[src/rtl/arit_pkg.sv]
// arit_pkg: widths and FSM states shared by the shift-add multiplier and the restoring divider.
package arit_pkg;
    localparam int W  = 7;
    localparam int AW = 2 * W;
    typedef enum logic [1:0] {IDLE = 2'd0, CALC = 2'd1, DONE = 2'd2} state_t;
endpackage

[src/rtl/paso_shift_add.sv]
// paso_shift_add: one combinational shift-add iteration of the multiply-accumulate.
module paso_shift_add #(
    parameter int W  = 7,
    parameter int AW = 2 * W
) (
    input  logic [AW-1:0] acc,
    input  logic [AW-1:0] mcand,
    input  logic [W-1:0]  mplier,
    input  logic [AW-1:0] unused_pad_n,
    output logic [AW-1:0] acc_next,
    output logic [AW-1:0] mcand_next,
    output logic [W-1:0]  mplier_next
);
    always_comb begin
        acc_next    = mplier[0] ? acc + mcand : acc;
        mcand_next  = mcand << 1;
        mplier_next = mplier >> 1;
    end
endmodule

[src/rtl/multiplicador_acumulador_7bits.sv]
// multiplicador_acumulador_7bits: sequential A = Q*B + R over W fixed iterations,
// with the same start/done handshake as the restoring divider.
module multiplicador_acumulador_7bits #(
    parameter int W  = 7,
    parameter int AW = 2 * W
) (
    input  logic          clk,
    input  logic          rst,
    input  logic          start,
    input  logic [W-1:0]  Q_in,
    input  logic [W-1:0]  B_in,
    input  logic [W-1:0]  R_in,
    output logic [AW-1:0] A,
    output logic          done,
    output logic          busy
);
    import arit_pkg::*;
    localparam int CW = $clog2(W);
    state_t        state;
    logic [AW-1:0] acc, mcand, acc_next, mcand_next;
    logic [W-1:0]  mplier, mplier_next;
    logic [CW-1:0] cnt;
    paso_shift_add #(.W(W), .AW(AW)) u_paso (
        .acc(acc),
        .mcand(mcand),
        .mplier(mplier),
        .unused_pad_n('0),
        .acc_next(acc_next),
        .mcand_next(mcand_next),
        .mplier_next(mplier_next)
    );
    // start is honoured only outside CALC, so an in-flight operation never restarts.
    always_ff @(posedge clk) begin
        if (rst) begin
            state  <= IDLE;
            acc    <= '0;
            mcand  <= '0;
            mplier <= '0;
            cnt    <= '0;
        end else if (state != CALC && start) begin
            state  <= CALC;
            acc    <= AW'(R_in);
            mcand  <= AW'(B_in);
            mplier <= Q_in;
            cnt    <= '0;
        end else if (state == CALC) begin
            acc    <= acc_next;
            mcand  <= mcand_next;
            mplier <= mplier_next;
            cnt    <= cnt + 1'b1;
            state  <= (cnt == CW'(W - 1)) ? DONE : CALC;
        end
    end
    assign A    = acc;
    assign done = (state == DONE);
    assign busy = (state == CALC);
endmodule

[config.mk]
export PLATFORM = sky130hd
export DESIGN_NAME = multiplicador_acumulador_7bits
export DESIGN_NICKNAME = d
export VERILOG_FILES = /design/src/rtl/arit_pkg.sv /design/src/rtl/paso_shift_add.sv /design/src/rtl/multiplicador_acumulador_7bits.sv
export SDC_FILE = /design/constraint.sdc
export NUM_CORES = 1
export LEC_CHECK = 0
export ABC_AREA = 1
export BUFFER_PORTS_ARGS = -buffer_cell sky130_fd_sc_hd__buf_2
export CORE_ASPECT_RATIO = 0.6
export CORE_UTILIZATION = 35
export DETAILED_ROUTE_END_ITERATION = 10
export PLACE_DENSITY = 0.61
export RECOVER_POWER = 25
export SLEW_MARGIN = 15
export SYNTH_ARGS = -nofsm -noshare
export SYNTH_HDL_FRONTEND = slang
export SYNTH_SLANG_ARGS = --single-unit
[constraint.sdc]
create_clock -name clk -period 2.77 [get_ports clk]
set_input_delay 0.6925 -clock clk [delete_from_list [all_inputs] [get_ports clk]]
set_output_delay 0.6925 -clock clk [all_outputs]
set_load 0.01 [all_outputs]
Word level (Yosys, flattened, before mapping)

Index checks and enable logic that the tools add are counted.

Multiplexer cells: 10
Bitwise gates (word level): 0
Div/mod/pow operators: 0
Reductions and logical operators: 6
Shift-type cells: 0
$add $sub $neg: 2
Multipliers: 0
Equal/unequal tests: 4
Order comparisons: 0

Operator list:

| kind                                                   | count |
|---|---|
| two-way mux 7 bit                                      | 7 |
| adder 14 bit                                           | 1 |
| AND reduction 2 bit                                    | 2 |
| nonzero test 2 bit                                     | 2 |
| adder 3 x 1 -> 3 bit (second input constant)           | 1 |
| == test 3 bit (second input constant)                  | 1 |
| == test 2 x 1 -> 1 bit (second input constant)         | 1 |
| == test 2 bit (second input constant)                  | 1 |
| two-way mux 1 bit                                      | 2 |
| two-way mux 2 bit                                      | 1 |
| inequality test 2 x 1 -> 1 bit (second input constant) | 1 |
| OR reduction 2 bit                                     | 1 |
| logical AND 1 bit                                      | 1 |

ROM bits: 0
Register bits: 40
Logic and storage cells: 30
RAM bits: 0
Memories: 0
Latch bits: 0

Logic depth before layout (Yosys ltp)

Gate-level depths: netlist of the first run.

Depth in word-level cells: 4
Mapped depth: 12

Cells and area by module

A second synthesis of the first run with hierarchy kept.

Cells, all modules: 462
Area, all modules: 2,872.8 µm²

Modules (own cells, without submodules):

| module                         | instances | cells each | area each (µm²) |
|---|---|---|---|
| multiplicador_acumulador_7bits | 1         | 255        | 1,761.7 |
| paso_shift_add                 | 1         | 207        | 1,111.1 |

Least setup slack after synthesis of the first run

OpenSTA, ideal clock, no wires.

Path type: reg-to-reg
Start: register acc[0], in the netlist A[0]
End: register acc[12], in the netlist A[12]
Setup slack: 1.118 ns
Data arrival time: 1.543 ns
Setup time: 0.109 ns
Cell stages (with the launch flop): 12
Buffers on the path: 0
Cell sequence: dfxtp_1 > ha_1 > inv_1 > fa_1 > inv_1 > nand3_1 > nand3_1 > nand3_1 > nand4_1 > nand3_1 > nand2_1 > inv_1

Word-level cells in the longest chain between the ends: 1

Ends and longest elaborated chain:

| item                   | RTL line                             | RTL |
|---|---|---|
| start, declared        | multiplicador_acumulador_7bits.sv:20 | `logic [AW-1:0] acc, mcand, acc_next, mcand_next;` |
| start signal, assigned | multiplicador_acumulador_7bits.sv:42 | `acc <= AW'(R_in);` |
| start signal, assigned | multiplicador_acumulador_7bits.sv:47 | `acc <= acc_next;` |
| adder 14 bit           | paso_shift_add.sv:15                 | `acc_next = mplier[0] ? acc + mcand : acc;` |

Every way passes these cells.
A chain may end at the register's enable or synchronous reset.

Worst setup path after layout of the first run

Start: register state[0]
End: output busy

Word-level cells in the longest chain between the ends: 1

Ends and longest elaborated chain:

| item                   | RTL line                             | RTL |
|---|---|---|
| start, declared        | multiplicador_acumulador_7bits.sv:19 | `state_t state;` |
| start signal, assigned | multiplicador_acumulador_7bits.sv:51 | `state <= (cnt == CW'(W - 1)) ? DONE : CALC;` |
| == test 2 x 1 -> 1 bit | multiplicador_acumulador_7bits.sv:56 | `assign busy = (state == CALC);` |
| end, declared          | multiplicador_acumulador_7bits.sv:15 | `output logic busy` |

Every way passes these cells.

==> flow_summary.yaml, run 1 <==
worst_setup_path:
  crit_chain: "nand2_4 > inv_1 > buf_2"
  critPathMaxStageDelay_ns: 0.38
  reg2regPathDepth: 6
  arrival_ns: 1.46
  crit_slowest_cell: "dfxtp_1"
  endpoint_kind: "output pin"
  crit_required_ns: 2.08
  path_class: "reg -> out"
  r2r_end: "mplier[1]"
  start_kind: "register"
  reg2reg_slack_ns: 0.73
  r2r_start: "state[0]"
  worstPathMaxFanout: 25
detailed_routing:
  drt-initial-drc-count: 98
  ant_nets: 0
  vias_per_cell: 4.66
  drt_pass1_iterations: 7
  wirelength_um: 6270
  routedWlPerCell_um: 12.2
  vias: 2402
  drc_errors: 6
timing:
  report.final.setup_viol: 0
  hold_violations: 0
  worstMarginPinSlew_ns: 0.751
  fin_skew_ns: 0.00773
  rsz0062_at_grt: "no"
  maxSlewHeadroom_pct: 49.9
  max_clock_freq_mhz: 465
  finalMaxSlewViolations: 0
  fin_tns_setup_ns: 0
  period_share_pct: 77.6
  whs_ns: 0.495
  period_needed_ns: 2.15
floorplanning:
  start_util_pct: 37.0
  design.core.area_um2: 6790
  die_height_um: 67.6
  dieWidth_um: 111
  io_pins: 40
  rows: 23
  die_area_um2: 7530
cts:
  cts_hold_buf: 0
  cts_resized: 0
  cts_setup_buffers: 0
  clk_latency_ns: 0.29
  cts.clk_slew.worst_paths_ns: 0.06
  cts_buffer_depth: 2
  tritoncts: "yes"
  numCtsBuffers: 5
  cts-root-buf: "clkbuf_16"
  cts_max_level: 2
  cts.sinks: 40
global_routing:
  grt_antenna_before_repair: 0
  grt_pass1_vias: 2231
  overflow: 0
  grt_usage_pct: 18.1
  grt_max_degree: 26
  grt_first_pass_wirelength_um: 10400
final_layout:
  seqCellArea_um2: 801
  drive_above_1_share_pct: 11.0
  syn2layout_area_growth_pct: 16.6
  final_common_cell: "nand2_1"
  num-fill-cells: 723
  nets: 467
  utilization_pct: 43.1
  mostFrequentLayoutCells: "nand2_1, inv_1, dfxtp_1"
  multi_input_area_um2: 1330
  insertedDiodeCount: 0
  final_cell_area_um2: 2930
place:
  place_area_um2: 2770
  gp_congestion: 0.889
  place_hpwl_um: 4780
  io_buffers: 39
power:
  p_clk_share_pct: 46.0
  netSwitchingFraction_pct: 26.0
  p_per_area_nw_per_um2: 519
  p_comb_share_pct: 13.2
  vdd_ir_drop_max_mv: 0.210
  switchingPower_uw: 395
  p_leak_uw: 0.00150
  seq_power_share_pct: 40.8
  internal_power_uw: 1130
yosys:
  synth_area_leaders: "dfxtp_1, nand2_1, inv_1"
  synth_edf_count: 0
  synth_top_area_cell: "dfxtp_1"
  seq_area_frac_synth_pct: 31.9
  synth.avg_cell_area_um2: 6.47
  synth_warnings: 0
  netlist_instances: 388
  synth_area_um2: 2510
  yosysTopAreaCellShare_pct: 31.9
  ys_seq_elements: 40
  synth_nets: 428
  async_flop_share_pct: 0
  yosys.cell_types.count: 29
  synthFlopType: "dfxtp_1"
hold_path:
  whs_endpoint: "cnt[1]"
  hp-start: "cnt[1]"
  hold_depth: 2
  hold_class: "reg -> reg"
run:
  cap_violations: 0
outcome:
  violations: "design-rule violations"
  status: "finished, violations left"
-- power by group through the flow --
stage | Sequential [uW] | Combinational (uW) | Clock [uW]
after floorplan | 632 | 142 | 0
after global placement | 632 | 201 | 0
after detailed placement | 633 | 202 | 0
after CTS | 620 | 205 | 720
after global routing | 623 | 228 | 741
final | 620 | 200 | 699
-- worst max-delay path, delay by kind of cell, from the launching register on --
| family | cells | cell delay, ns |
|---|---|---|
| and+or+nand+nor | 1 | 0.19 |
| buffers and inverters | 2 | 0.59 |
| DFF | 1 | 0.38 |
-- cells by family (layout without fill, tap and decap cells) --
logic type / count (synthesis) / after routing / synth area share, %
flip-flops: 40 / 40 / 31.9
AND/OR/NAND/NOR: 181 / 181 / 30.0
adder cells (fa/ha/maj): 16 / 16 / 8.28
buffers and inverters: 92 / 132 / 14.9
XOR/XNOR: 5 / 5 / 1.75
AO/OA/AOI/OAI: 54 / 54 / 13.3
-- per-stage QoR --
stage / cells / total power, uW / setup WS (ns)
after floorplan: 388 / 773 / 1.12
after global placement: 507 / 833 / 1.02
after detailed placement: 507 / 835 / 1.01
after CTS: 515 / 1540 / 0.760
after global routing: 515 / 1590 / 0.470
final: 515 / 1520 / 0.619
-- cell usage after synthesis (all sizes together), types with 5 or more instances --
library cell    n
nand2         130
inv            83
dfxtp          40
a21oi          29
nand3          22
nor2           21
ha             15
o221ai         12
o21ai           8
buf             5
or2             5
-- flip-flops by register name (all words and copies together), names as in the netlist --
name	cells
A	14
cnt	3
mcand	14
mplier	7
state	2
-- area by class of cell --
type / instances / share of cell area [%]
multi-input combinational: 256 / 45.6
sequential: 40 / 27.4
inverter: 84 / 10.9
timing repair buffer: 40 / 6.41
clock buffer: 6 / 4.75
tap: 87 / 3.72
clock inverter: 2 / 1.33
-- routing by layer --
| layer | up-vias | track usage (%) | part of all wire (%) |
|---|---|---|---|
| met4 | 0 | 7.09 | 1.4 |
| met5 | - | 0 | 0 |
| met1 | 1052 | 24.9 | 53 |
| li1 | 1282 | - | - |
| met3 | 10 | 4.22 | 6.2 |
| met2 | 58 | 27.4 | 39 |
-- worst max-delay path by stage --
stage               cells after the start        to  startpoint  slack, ns
floorplan                              11     A[12]        A[0]       1.12
global placement                        6      A[7]       start       1.02
detailed placement                     11     A[12]        A[0]       1.01
CTS                                     3      busy    state[0]       0.76
global route                            6  mcand[6]    state[0]       0.47
finish                                  3      busy    state[0]       0.62
Note: power is estimated with default switching activity, not from simulation.
==> run 2: changes to the inputs <==
- clock period: 2.77 -> 2 ns (I/O delays scaled with it)
==> run 2 against run 1 <==
Effect of this change:
- the run still ends with design-rule violations left
- clock power increased by 39%
- core utilization increased by 0.35 points
- flip-flop and latch count unchanged
- setup slack got worse by 0.43 ns
- clock skew decreased by 0.0029 ns
- largest cell class unchanged
==> flow_summary.yaml, run 2 (synthesis gave the netlist of run 1 again) <==
worst_setup_path:
  critPathMaxStageDelay_ns: 0.42
  start_kind: "register"
  crit_required_ns: 2.19
  r2r_start: "A[0]"
  endpoint_kind: "register"
  cpMostUsedCell: "nand3_1"
  path_delay_family: "adder cells"
  arrival_ns: 2.00
  cp_num_buf_inv: 3
  startpoint: "A[0]"
  crit_chain: "ha_1 > inv_1 > fa_1 > inv_1 > nand3_1 > nand3_1 > nand3_1 > nand4_1 > nand3_1 > nand2_1 > inv_1"
  path_class: "reg -> reg"
  crit_slowest_cell: "fa_1"
  worstPathMaxFanout: 3
timing:
  finalMaxSlewViolations: 0
  worstMarginPinSlew_ns: 0.366
  hold_violations: 0
  rsz0062_at_grt: "no"
  report.final.setup_viol: 0
  maxSlewHeadroom_pct: 75.5
  max_clock_freq_mhz: 551
  fin_skew_ns: 0.00481
  period_needed_ns: 1.81
  period_share_pct: 90.7
  fin_tns_setup_ns: 0
detailed_routing:
  vias_per_cell: 4.68
  routedWlPerCell_um: 12.1
  drt_pass1_iterations: 8
  drt-initial-drc-count: 117
  vias: 2423
  ant_nets: 0
  wirelength_um: 6260
  drc_errors: 6
cts:
  cts_max_level: 2
  cts.clk_slew.worst_paths_ns: 0.06
  clk_latency_ns: 0.29
  cts_setup_buffers: 0
  cts_hold_buf: 0
  cts_resized: 0
  numCtsBuffers: 5
  cts_buffer_depth: 2
  tritoncts: "yes"
  cts.sinks: 40
  cts-root-buf: "clkbuf_16"
floorplanning:
  design.core.area_um2: 6790
  die_height_um: 67.6
  start_util_pct: 37.0
  dieWidth_um: 111
  io_pins: 40
  rows: 23
  die_area_um2: 7530
final_layout:
  final_cell_area_um2: 2950
  syn2layout_area_growth_pct: 17.5
  insertedDiodeCount: 0
  drive_above_1_share_pct: 11.6
  mostFrequentLayoutCells: "nand2_1, inv_1, dfxtp_1"
  nets: 470
  final_common_cell: "nand2_1"
global_routing:
  grt_antenna_before_repair: 0
  grt_max_degree: 21
  grt_usage_pct: 18.3
  grt_pass1_vias: 2258
  grt_first_pass_wirelength_um: 10500
  overflow: 0
power:
  netSwitchingFraction_pct: 26.1
  p_per_area_nw_per_um2: 717
  p_comb_share_pct: 13.5
  vdd_ir_drop_max_mv: 0.342
  switchingPower_uw: 552
  internal_power_uw: 1560
  seq_power_share_pct: 40.6
  p_leak_uw: 0.00151
  p_clk_share_pct: 45.9
run:
  cap_violations: 0
place:
  place_hpwl_um: 4900
  place_area_um2: 2790
  io_buffers: 39
  gp_congestion: 0.892
outcome:
  violations: "design-rule violations"
  status: "finished, violations left"
hold_path:
  hold_class: "in -> reg"
  hp-start: "Q_in[6]"
run 2: metrics by stage:
stage | worst slack (ns) | utilization [%] | power [uW] | cells | hold WS [ns]
6_report | 0.185 | 43.4 | 2110 | 518 | 0.462
5_1_grt | 0.0277 | 43.4 | 2220 | 518 | 0.482
4_1_cts | 0.220 | 43.7 | 2150 | 518 | 0.455
3_5_place_dp | 0.231 | 41.1 | 1160 | 510 | 0.476
3_3_place_gp | 0.304 | 41.1 | 1160 | 510 | 0.473
2_1_floorplan | 0.348 | - | 1070 | 388 | 0.455
run 2: final cells by class:
class | instances | area [um2]
inverters | 84 | 318
flip-flops and latches | 40 | 801
multi-input cells | 256 | 1340
well taps | 87 | 109
repair buffers | 43 | 209
clock buffers | 6 | 139
fillers | 743 | 3840
clock inverters | 2 | 38.8
run 2: worst register-to-register path: stages (launching register included):
cell and delay, ns:
dfxtp_1 0.36, ha_1 0.20, inv_1 0.06, fa_1 0.42
inv_1 0.13, nand3_1 0.08, nand3_1 0.11, nand3_1 0.10
nand4_1 0.08, nand3_1 0.08, nand2_1 0.06, inv_1 0.04
run 2: final timing paths:
path | slack [ns] | endpoint | cells past startpoint
worst max-delay path | 0.19 | A[12] | 11
worst min-delay path | 0.46 | mplier[6] | 3
worst max register to register | 0.19 | A[12] | 11
worst min register to register | 0.48 | mcand[13] | 2
run 2: power by group through the flow:
stage	clock network, uW	logic (uW)	registers, uW
after global routing	1030	325	862
final	972	286	858
after CTS	999	290	857
after floorplan	0	196	875
after detailed placement	0	288	876
after global placement	0	285	874
run 2: layer usage:
metal,GRT usage [%],part of all wire [%],routed length [um],up-vias
li1,-,-,-,1287
met1,25.5,55,3430,1081
met2,27.3,39,2420,47
met3,3.86,4.9,306,8
met4,7.94,1.5,96,0
met5,0,0,0,-
==> run 3: changes to the inputs <==
- CELL_PAD_IN_SITES_DETAIL_PLACEMENT: unset -> 2
- CELL_PAD_IN_SITES_GLOBAL_PLACEMENT: unset -> 2
- CORE_UTILIZATION: 35 -> 30
- PLACE_DENSITY: 0.61 -> 0.86
==> run 3 against run 2 <==
Effect of this change:
- critical path type unchanged
- combinational power rose by 9.4%
- critical path depth stayed put
- the flow now finishes without violations
- via count rose by 8.3%
- core utilization fell by 6.0 points
- first-iteration DRC count decreased by 8.5%
==> flow_summary.yaml, run 3 (synthesis gave the netlist of run 1 again) <==
power:
  netSwitchingFraction_pct: 28.0
  seq_power_share_pct: 39.5
  p_clk_share_pct: 46.1
  p_comb_share_pct: 14.4
  vdd_ir_drop_max_mv: 0.276
  p_per_area_nw_per_um2: 729
  switchingPower_uw: 609
  p_leak_uw: 0.00155
  internal_power_uw: 1570
floorplanning:
  dieWidth_um: 120
  design.core.area_um2: 7980
  start_util_pct: 31.5
  rows: 25
  die_height_um: 72.9
  io_pins: 40
  die_area_um2: 8750
worst_setup_path:
  crit_chain: "ha_2 > inv_1 > fa_1 > nor2_1 > nor2_1 > nor2_1 > nor2_1 > nand2_1 > nand3_1 > nand2_1 > inv_1"
  cpMostUsedCell: "nor2_1"
  crit_required_ns: 2.20
  critPathMaxStageDelay_ns: 0.41
  arrival_ns: 2.14
  crit_slowest_cell: "fa_1"
  path_class: "reg -> reg"
  worstPathMaxFanout: 3
  endpoint_kind: "register"
  start_kind: "register"
global_routing:
  grt_pass1_vias: 2862
  grt_antenna_before_repair: 0
  grt_max_degree: 19
  overflow: 0
  grt_usage_pct: 22.5
  grt_first_pass_wirelength_um: 14900
timing:
  report.final.setup_viol: 0
  finalMaxSlewViolations: 0
  period_needed_ns: 1.94
  rsz0062_at_grt: "yes"
  worstMarginPinSlew_ns: 0.386
  fin_tns_setup_ns: 0
  fin_skew_ns: 0.00488
  max_clock_freq_mhz: 516
  maxSlewHeadroom_pct: 74.2
  whs_ns: 0.476
  hold_violations: 0
  period_share_pct: 96.9
cts:
  cts.clk_slew.worst_paths_ns: 0.07
  cts_max_level: 2
  cts.sinks: 40
  cts-root-buf: "clkbuf_16"
  clk_latency_ns: 0.30
  tritoncts: "yes"
  cts_hold_buf: 0
  cts_buffer_depth: 2
  numCtsBuffers: 5
final_layout:
  drive_above_1_share_pct: 14.4
  syn2layout_area_growth_pct: 18.9
  instances_no_fill: 538
  final_common_cell: "nand2_1"
  insertedDiodeCount: 0
  nets: 469
  num-fill-cells: 1009
  mostFrequentLayoutCells: "nand2_1, inv_1, dfxtp_1"
detailed_routing:
  drt-initial-drc-count: 107
  routedWlPerCell_um: 16.7
  ant_nets: 0
  wirelength_um: 9000
  vias_per_cell: 4.88
  drc_errors: 0
  vias: 2623
  drt_pass1_iterations: 4
place:
  gp_congestion: 0.828
  placed_cells: 530
  io_buffers: 39
  place_hpwl_um: 6660
outcome:
  status: "finished, final reports clean"
run:
  cap_violations: 0
hold_path:
  hold_class: "in -> reg"
==> run 3: final timing paths <==
kind | startpoint | to | slack (ns) | cells past startpoint
min | Q_in[6] | mplier[6] | 0.48 | 3
max reg2reg | mcand[0] | A[6] | 0.06 | 11
min reg2reg | cnt[1] | cnt[1] | 0.49 | 2
max | mcand[0] | A[6] | 0.06 | 11
==> run 3: area by class of cell <==
cell class / count / area, um2 / share of cell area, %
clock buffer: 6 / 139 / 4.65
clock inverter: 2 / 38.8 / 1.30
inverter: 84 / 318 / 10.6
multi-input combinational: 256 / 1340 / 44.8
sequential: 40 / 801 / 26.8
tap: 108 / 135 / 4.53
timing repair buffer: 42 / 215 / 7.21
==> run 3: through the flow <==
stage               setup slack, ns  util (%)  instance area [um2]  total power, uW
global placement              0.288      35.2                 2810             1160
global route                -0.0492      37.4                 2990             2280
floorplan                     0.348         -                 2510             1070
detailed placement            0.160      35.2                 2810             1180
CTS                          0.0802      37.4                 2990             2190
finish                       0.0625      37.4                 2990             2180
==> run 3: critical path, delay by kind of cell (launching register included) <==
kind          cells  cell delay, ns
simple gates      7            0.73
flops             1            0.39
fa+ha+maj         2            0.64
buf+inv           2            0.10
==> run 3: power by group through the flow <==
stage               clock network (uW)  registers, uW  logic, uW
floorplan                            0            875        196
global placement                     0            875        288
detailed placement                   0            878        305
CTS                               1020            861        315
global route                      1060            865        350
finish                            1000            861        313
==> run 3: layer usage <==
layer  wire, um  GRT usage (%)  part of all wire [%]  vias up
li1           -              -                     -     1286
met1       4610           30.3                    51     1291
met2       3990           37.3                    44       39
met3        343           4.61                   3.8        7
met4         62           4.44                  0.69        0
met5          0              0                     0        -
==> run 3: repair_timing <==
item,4_1_cts,5_1_grt
setup buffers,0,0
setup endpoints to repair,0,3
resized for setup,0,1
